File: config.mk
export PLATFORM = sky130hd
export DESIGN_NAME = poly_eval
export DESIGN_NICKNAME = d
export VERILOG_FILES = /design/src/rtl/poly_eval.sv
export SDC_FILE = /design/constraint.sdc
export NUM_CORES = 1
export LEC_CHECK = 0
export ABC_CLOCK_PERIOD_IN_PS = 7400
export CORE_UTILIZATION = 65
export DETAILED_ROUTE_END_ITERATION = 12
export DONT_BUFFER_PORTS = 1
export PLACE_DENSITY = 0.79
export SKIP_LAST_GASP = 1
export SYNTH_ARGS = -nofsm -noshare
export SYNTH_HDL_FRONTEND = slang
export SYNTH_SLANG_ARGS = --single-unit
File: constraint.sdc
create_clock -name clk -period 7.4 [get_ports clk]
set_clock_uncertainty 0.05 [all_clocks]
set_input_delay 1.11 -clock clk [delete_from_list [all_inputs] [get_ports clk]]
set_output_delay 1.11 -clock clk [all_outputs]
set_load 0.005 [all_outputs]
File: src/rtl/poly_eval.sv
// Horner-method polynomial evaluator: y = a_D*x^D + ... + a_0, one MAC per cycle.
// Operands are loaded over a shared bus with a press/release go handshake.
module poly_eval #(
    parameter int WIDTH  = 8,
    parameter int DEGREE = 2
) (
    input  logic             clk,
    input  logic             reset,
    input  logic             go,
    input  logic             keep_coef,
    input  logic [WIDTH-1:0] data_in,
    output logic [WIDTH-1:0] result,
    output logic             result_valid,
    output logic             overflow,
    output logic             busy,
    output logic [1:0]       phase,
    output logic [3:0]       load_idx
);

    typedef enum logic [2:0] {
        S_LOAD_X,
        S_LOAD_X_WAIT,
        S_LOAD_C,
        S_LOAD_C_WAIT,
        S_INIT,
        S_STEP
    } state_t;

    localparam logic [3:0] D = 4'(DEGREE);
    localparam int FW = 2 * WIDTH + 1;

    state_t           state, state_nx;
    logic [WIDTH-1:0] x;
    logic [WIDTH-1:0] acc;
    logic [WIDTH-1:0] coef [0:DEGREE];
    logic             coef_valid;
    logic [3:0]       idx;
    logic [3:0]       k;
    logic             ovf;
    logic [WIDTH-1:0] coef_k;
    logic [FW-1:0]    full;
    logic             full_ovf;

    // Explicit compare-mux keeps the 4-bit k index independent of the array depth.
    always_comb begin
        coef_k = '0;
        for (int unsigned i = 0; i < DEGREE + 1; i++)
            if (k == 4'(i)) coef_k = coef[i];
    end

    always_comb begin
        full     = FW'(acc) * FW'(x) + FW'(coef_k);
        full_ovf = |full[FW-1:WIDTH];
    end

    always_ff @(posedge clk) begin
        if (reset) state <= S_LOAD_X;
        else       state <= state_nx;
    end

    always_comb begin
        state_nx = state;
        busy     = 1'b0;
        phase    = 2'd0;
        load_idx = 4'd0;
        case (state)
            S_LOAD_X:      if (go) state_nx = S_LOAD_X_WAIT;
            S_LOAD_X_WAIT: if (!go) state_nx = (keep_coef && coef_valid) ? S_INIT : S_LOAD_C;
            S_LOAD_C: begin
                phase    = 2'd1;
                load_idx = idx;
                if (go) state_nx = S_LOAD_C_WAIT;
            end
            S_LOAD_C_WAIT: begin
                phase    = 2'd1;
                load_idx = idx;
                if (!go) state_nx = (idx == 4'd0) ? S_INIT : S_LOAD_C;
            end
            S_INIT: begin
                busy     = 1'b1;
                phase    = 2'd2;
                state_nx = S_STEP;
            end
            S_STEP: begin
                busy  = 1'b1;
                phase = 2'd2;
                if (k == 4'd0) state_nx = S_LOAD_X;
            end
            default: state_nx = S_LOAD_X;
        endcase
    end

    always_ff @(posedge clk) begin
        if (reset) begin
            x            <= '0;
            acc          <= '0;
            coef_valid   <= 1'b0;
            idx          <= 4'd0;
            k            <= 4'd0;
            ovf          <= 1'b0;
            result       <= '0;
            result_valid <= 1'b0;
            overflow     <= 1'b0;
            for (int unsigned i = 0; i < DEGREE + 1; i++) coef[i] <= '0;
        end else begin
            case (state)
                S_LOAD_X: begin
                    if (go) begin
                        x            <= data_in;
                        result_valid <= 1'b0;
                    end
                end
                S_LOAD_X_WAIT: begin
                    if (!go && !(keep_coef && coef_valid)) idx <= D;
                end
                S_LOAD_C: begin
                    if (go) begin
                        for (int unsigned i = 0; i < DEGREE + 1; i++)
                            if (idx == 4'(i)) coef[i] <= data_in;
                    end
                end
                S_LOAD_C_WAIT: begin
                    if (!go) begin
                        if (idx == 4'd0) coef_valid <= 1'b1;
                        else             idx <= idx - 4'd1;
                    end
                end
                S_INIT: begin
                    acc <= coef[DEGREE];
                    k   <= D - 4'd1;
                    ovf <= 1'b0;
                end
                S_STEP: begin
                    acc <= full[WIDTH-1:0];
                    if (full_ovf) ovf <= 1'b1;
                    if (k == 4'd0) begin
                        result       <= full[WIDTH-1:0];
                        overflow     <= ovf | full_ovf;
                        result_valid <= 1'b1;
                    end else begin
                        k <= k - 4'd1;
                    end
                end
                default: ;
            endcase
        end
    end

endmodule

==> results of run 1 <==
## where the power goes
group / internal (uW) / total (uW) / switching, uW / leakage [uW]
clock network: 153 / 279 / 126 / 0.0000884
registers: 370 / 386 / 15.5 / 0.000565
logic: 20.2 / 52.0 / 31.8 / 0.00171
total: 543 / 716 / 173 / 0.00237
## final timing paths
| check | start | end | slack, ps |
|---|---|---|---|
| worst max-delay path | k[0] | overflow | 1740 |
| worst min-delay path | result[7] | result[7] | 420 |
| worst max register to register | k[0] | overflow | 1740 |
| worst min register to register | result[7] | result[7] | 420 |
## layout by cell type, fill, tap and decap left out, types with 3 or more instances in the layout
cell type and count:
sky130_fd_sc_hd__dfxtp_1 39, sky130_fd_sc_hd__mux2i_1 8, sky130_fd_sc_hd__nor2_1 39, sky130_fd_sc_hd__ha_1 48
sky130_fd_sc_hd__a22oi_1 9, sky130_fd_sc_hd__xnor2_1 3, sky130_fd_sc_hd__o21ai_0 12, sky130_fd_sc_hd__clkbuf_8 9
sky130_fd_sc_hd__fa_1 44, sky130_fd_sc_hd__nor3_1 11, sky130_fd_sc_hd__edfxtp_1 24, sky130_fd_sc_hd__a21o_1 3
sky130_fd_sc_hd__o31a_1 3, sky130_fd_sc_hd__a21oi_1 37, sky130_fd_sc_hd__o21a_1 4, sky130_fd_sc_hd__inv_1 65
sky130_fd_sc_hd__nand2_1 80, sky130_fd_sc_hd__and2_1 49, sky130_fd_sc_hd__nand3_1 7, sky130_fd_sc_hd__and3_1 4
sky130_fd_sc_hd__a31oi_1 3, sky130_fd_sc_hd__xor2_1 3, sky130_fd_sc_hd__a211oi_1 13, sky130_fd_sc_hd__nand3b_1 3
sky130_fd_sc_hd__nand2b_1 4
## layout make-up
type | instances | area, sq um
Multi-Input combinational cell | 418 | 3328
Fill cell | 605 | 2341
Sequential cell | 63 | 1501
Inverter | 66 | 247.7
Clock buffer | 11 | 131.4
Tap cell | 102 | 127.6
Clock inverter | 5 | 50.05
## per-stage QoR
step           cells  util, %  hold WS, ps
3_3_place_gp     649    67.36        408.5
3_5_place_dp     649    67.36        412.5
4_1_cts          665    69.71        421.3
5_1_grt          665    69.71        455.8
6_report         665    69.71        416.5
2_1_floorplan    573        -        397.3
## state kept, by name (all words and copies together) (netlist names), 3 cells and up
name and count:
result 8, x 8, k 4, coef 24, state 3, idx 4, acc 8
## worst reg2reg max path: stages (launching register included)
cell	delay, ps
sky130_fd_sc_hd__dfxtp_1	350
sky130_fd_sc_hd__inv_1	110
sky130_fd_sc_hd__ha_1	160
sky130_fd_sc_hd__nand2_1	100
sky130_fd_sc_hd__nor2_1	450
sky130_fd_sc_hd__a22oi_1	170
sky130_fd_sc_hd__nor2_1	110
sky130_fd_sc_hd__a21oi_1	60
sky130_fd_sc_hd__fa_1	500
sky130_fd_sc_hd__inv_1	50
sky130_fd_sc_hd__fa_1	490
sky130_fd_sc_hd__inv_1	50
sky130_fd_sc_hd__fa_1	460
sky130_fd_sc_hd__fa_1	550
sky130_fd_sc_hd__inv_1	40
sky130_fd_sc_hd__ha_1	360
sky130_fd_sc_hd__o21a_2	240
sky130_fd_sc_hd__o31a_1	130
sky130_fd_sc_hd__o311a_4	340
sky130_fd_sc_hd__a2111oi_4	300
sky130_fd_sc_hd__o211ai_2	110
sky130_fd_sc_hd__nor4_2	190
sky130_fd_sc_hd__a31oi_1	110
## logic make-up (layout without fill, tap and decap cells)
group	after synthesis	count (layout)	share of synthesized area, %
simple gates	209	209	19.51
compound gates	103	103	13.61
fa+ha+maj	92	92	28.62
buf+inv	92	82	6.695
flops	63	63	29.01
mux	8	8	1.547
xor+xnor	6	6	1.015
## layer usage
layer	part of all wire [%]	vias to the layer above	track usage (%)	wire length, microns
met5	0	-	0	0
met4	2.5	0	11.24	283
met3	5.2	20	5.025	579
met2	51	119	51.14	5704
met1	41	1897	37.24	4636
li1	-	1885	-	-
==> results.cfg, run 1 <==
[cells_and_area]
final_design_area_no_fill_sq_um = 5386
nets = 662
insertedDiodeCount = 0
syn_to_final_growth_pct = 4.061
post_route_cells_drive_above_1_share_pct = 4.085

[clock_network]
clk_pin_slew_worst_paths_ps = 60
post_cts_resize_count = 0
post-cts-setup-buffer-count = 0
clock_sink_count = 63
cts_tree = yes
total_clock_buffers_created_by_cts = 9
htree_levels = 3
cts_hold_buffers = 0
clk_latency_ps = 350
cts_root_buffer = sky130_fd_sc_hd__clkbuf_8
clock_path_buffers = 2

[floorplan]
num_io_pins = 29
dieHeight_microns = 91.24
die-area_sq_um = 8324
die-width_microns = 91.24
initial_utilization_pct = 66.99
placeableCoreArea_sq_um = 7727
placementRows = 32

[drt]
drt-wirelength-per-cell_microns = 16.85
drt_pre_antenna_iters = 5
vias = 3921
routed_wirelength_microns = 11200
route.detailed.drc = 0
detail-route-antenna-nets = 0
viasPerCell = 5.896
drt_iter0_drc = 201

[flow_run]
cap_viol_max_count = 0

[logic_synthesis]
postSynth.topFlopCell = sky130_fd_sc_hd__dfxtp_1
post_synth.cell_area_avg_sq_um = 9.034
synth_fp_nets = 677
synth_register_bits = 63
fraction_of_registers_with_async_set_or_reset_after_synthesis_pct = 0
synthDominantAreaCellType = sky130_fd_sc_hd__fa_1
post-synth-top-count-cell = sky130_fd_sc_hd__nand2_1
synth_edf_count = 24
synth_common_cells = 80 x sky130_fd_sc_hd__nand2_1, 65 x sky130_fd_sc_hd__inv_1, 49 x sky130_fd_sc_hd__and2_1
synth.distinct_cells = 51
netlist_instances = 573
yosys.area.top_type_share_pct = 17.02
synth-seq-area-share_pct = 29.01
ys_warn_count = 0
syn_area_sq_um = 5176
netlist_top_cells_area = sky130_fd_sc_hd__fa_1 17%, sky130_fd_sc_hd__dfxtp_1 15%, sky130_fd_sc_hd__edfxtp_1 14%

[placement]
dpl_cell_area_sq_um = 5205
place.port_buffers = 0
post_dp_hpwl_microns = 8779
dp_slack_ps = 1744
place.gp.congestion = 0.9238

[timing]
timing.final.hold_violations = 0
relSlewSlack_pct = 20.15
maxClockFrequency_mhz = 176.8
unrepaired_setup_endpoints_after_global_routing = false
final.min_clock_period_ps = 5656
layout_worst_path_cycle_share_pct = 76.43
final-max-slew-violation-count = 0
timing.final.setup_violations = 0
setup_slack_ps = 1744
worst-slew-pin-transition_ps = 1189
setup-tns-final_ps = 0

[worst_setup_path]
cp_max_fo = 8
critPathArrivalTime_ps = 5800
timing.critical_path.buf_inv = 4
rr_worst_depth = 22
crit_cells = 22
critPathRequiredTime_ps = 7540
cell_class_contributing_the_biggest_share_of_worst_path_delay = adder cells
worst_path_max_delay_cell = sky130_fd_sc_hd__fa_1
critical_path_class = reg -> reg
worstPathCellList = inv_1 > ha_1 > nand2_1 > nor2_1 > a22oi_1 > nor2_1 > a21oi_1 > fa_1 > inv_1 > fa_1 > inv_1 > fa_1 > fa_1 > inv_1 > ha_1 > o21a_2 > o31a_1 > o311a_4 > a2111oi_4 > o211ai_2 > nor4_2 > a31oi_1
critPathLaunchType = register
critical_path.max_stage_delay_ps = 550
timing.critical_path.to_type = register

[grt]
global_route.usage.total_pct = 29.64
global_route.overflow_total = 0
grt_pass1_vias = 4002
first_pass_grt_wire_length_microns = 19120
grt_max_degree = 43
grt_antenna_before_repair = 0

[outcome]
run_status = completed

[hold_path]
hold_path_class = reg -> reg
hold_path_stages = 2

[power_and_ir_drop]
total_power_uw = 716.3
peakVddDrop_v = 0.0001397
static-leakage-power_uw = 0.002366
cellPowerDensity_nw_per_um2 = 133.0
Note: power is estimated with default switching activity, not from simulation.
==> run 2, diff against run 1 <==
- ABC_CLOCK_PERIOD_IN_PS: 7400 -> 5900
- clock period: 7.4 -> 5.9 ns (I/O delays scaled with it)
==> run 2 against run 1 <==
Worst hold slack improved by 2.2 ps; sequential share of layout area about the same; first-iteration DRC count decreased by 3.0%; die area unchanged; setup slack got worse by 1300 ps; largest cell class unchanged; power increased by 25%; combinational power increased by 25%.
==> results.cfg, run 2 (synthesis results as in run 1) <==
[timing]
maxClockFrequency_mhz = 184.5
unrepaired_setup_endpoints_after_global_routing = false
final.min_clock_period_ps = 5420
layout_worst_path_cycle_share_pct = 91.86
timing.final.hold_violations = 0
timing.final.setup_violations = 0
final-max-slew-violation-count = 0
worst-slew-pin-transition_ps = 1186
setup-tns-final_ps = 0
relSlewSlack_pct = 20.29

[worst_setup_path]
cell_class_contributing_the_biggest_share_of_worst_path_delay = adder cells
critical_path.max_stage_delay_ps = 540
critical-path-top-cell-by-count = sky130_fd_sc_hd__inv_1
timing.critical_path.buf_inv = 5
worstPathCellList = inv_1 > ha_1 > nand2_1 > nor2_1 > buf_4 > a22oi_1 > nor2_1 > a21oi_1 > fa_1 > inv_1 > fa_1 > ha_1 > inv_1 > fa_1 > inv_1 > ha_1 > nor2b_4 > o31a_1 > o311a_4 > a2111oi_4 > o211ai_2 > nor4_2 > a31oi_1
critPathRequiredTime_ps = 6030
worst_path_max_delay_cell = sky130_fd_sc_hd__fa_1
critPathArrivalTime_ps = 5550
critical_path_class = reg -> reg
critPathLaunchType = register
timing.critical_path.to_type = register
cp_max_fo = 6

[cells_and_area]
regMostFlops = coef
insertedDiodeCount = 0
mostFrequentLayoutCell = sky130_fd_sc_hd__nand2_1
total_area_of_multi_input_combinational_cells_sq_um = 3328
fillCellCount = 579
layout.core_utilization_pct = 69.80
ff_latch_area_sq_um = 1501
post_layout_nonfiller_instances = 666
nets = 663
mostFrequentLayoutCells = 80 x sky130_fd_sc_hd__nand2_1, 65 x sky130_fd_sc_hd__inv_1, 49 x sky130_fd_sc_hd__and2_1
post_route_cells_drive_above_1_share_pct = 4.433
syn_to_final_growth_pct = 4.206
largest_register_ff_count = 24

[grt]
grt_antenna_before_repair = 0
grt_max_degree = 43
grt_pass1_vias = 3926
global_route.usage.total_pct = 29.01
global_route.overflow_total = 0
first_pass_grt_wire_length_microns = 18710

[placement]
post_dp_hpwl_microns = 8873
place.gp.congestion = 0.9024
place.port_buffers = 0
dp_cells = 650

[floorplan]
placeableCoreArea_sq_um = 7727
initial_utilization_pct = 66.99
dieHeight_microns = 91.24
placementRows = 32
die-width_microns = 91.24
num_io_pins = 29
die-area_sq_um = 8324

[drt]
drt_pre_antenna_iters = 5
detail-route-antenna-nets = 0
viasPerCell = 5.862
drt_iter0_drc = 195
routed_wirelength_microns = 11120
route.detailed.drc = 0
drt-wirelength-per-cell_microns = 16.70
vias = 3904

[power_and_ir_drop]
total_switching_power_uw = 213.2
power.sequential.fraction_pct = 53.9
share_clk_of_total_power_pct = 38.9
peakVddDrop_v = 0.0001846
static-leakage-power_uw = 0.002376
switching_share_of_power_pct = 23.77
cellPowerDensity_nw_per_um2 = 166.3
power.share.combinational_pct = 7.2
total_power_uw = 897.1
p_int_uw = 683.9

[clock_network]
clock_sink_count = 63
htree_levels = 3
post-cts-setup-buffer-count = 0
cts_root_buffer = sky130_fd_sc_hd__clkbuf_8
total_clock_buffers_created_by_cts = 9
cts_hold_buffers = 0
post_cts_resize_count = 0
cts_tree = yes
clk_latency_ps = 340
clk_pin_slew_worst_paths_ps = 70
clock_path_buffers = 2

[hold_path]
hold_path_class = reg -> reg

[outcome]
run_status = completed

[flow_run]
cap_viol_max_count = 0
## run 2: changes by cell type in the layout (fill, tap and decap cells not counted)
cell,change
sky130_fd_sc_hd__clkinv_1,-2
sky130_fd_sc_hd__buf_4,+1
sky130_fd_sc_hd__clkbuf_1,+1
sky130_fd_sc_hd__clkinv_2,+1
sky130_fd_sc_hd__clkinvlp_4,-1
sky130_fd_sc_hd__inv_4,+1
## run 2: area by class of cell
class	instances	area share, %
Clock inverter	4	0.8583
Multi-Input combinational cell	418	61.70
Clock buffer	12	2.505
Sequential cell	63	27.84
Inverter	66	4.593
Tap cell	102	2.366
Timing Repair Buffer	1	0.1392
## run 2: final timing paths
path,start,to,slack (ps),cells past startpoint
hold reg to reg,result[5],result[5],420,2
hold / removal,result[5],result[5],420,2
setup / recovery,k[0],overflow,480,23
setup reg to reg,k[0],overflow,480,23
## run 2: routing by layer
metal	vias up	global-route usage, %	wire length (microns)
li1	1882	-	-
met1	1894	36.24	4549
met2	111	52.08	5851
met3	17	3.936	549
met4	0	8.862	168
met5	-	0	0
## run 2: power groups by stage
stage / logic, uW / clock network [uW] / registers, uW
final: 64.8 / 349 / 483
after global routing: 73.6 / 373 / 485
after CTS: 64.8 / 355 / 483
after detailed placement: 64.7 / 0 / 492
after global placement: 62.5 / 0 / 492
after floorplan: 60.4 / 0 / 479
## run 2: metrics by stage
stage / hold WS, ps / worst slack (ps) / instance area (sq um)
2_1_floorplan: 397.3 / 726.9 / 5176
3_3_place_gp: 406.9 / 653.9 / 5213
3_5_place_dp: 414.6 / 487.7 / 5213
4_1_cts: 423.9 / 477.9 / 5394
5_1_grt: 445.7 / 87.29 / 5394
6_report: 418.7 / 480.4 / 5394
## run 2: worst min-delay path, stage by stage (launching register included)
cell                      delay [ps]
sky130_fd_sc_hd__dfxtp_1         320
sky130_fd_sc_hd__nand2_1          50
sky130_fd_sc_hd__a21oi_1          50
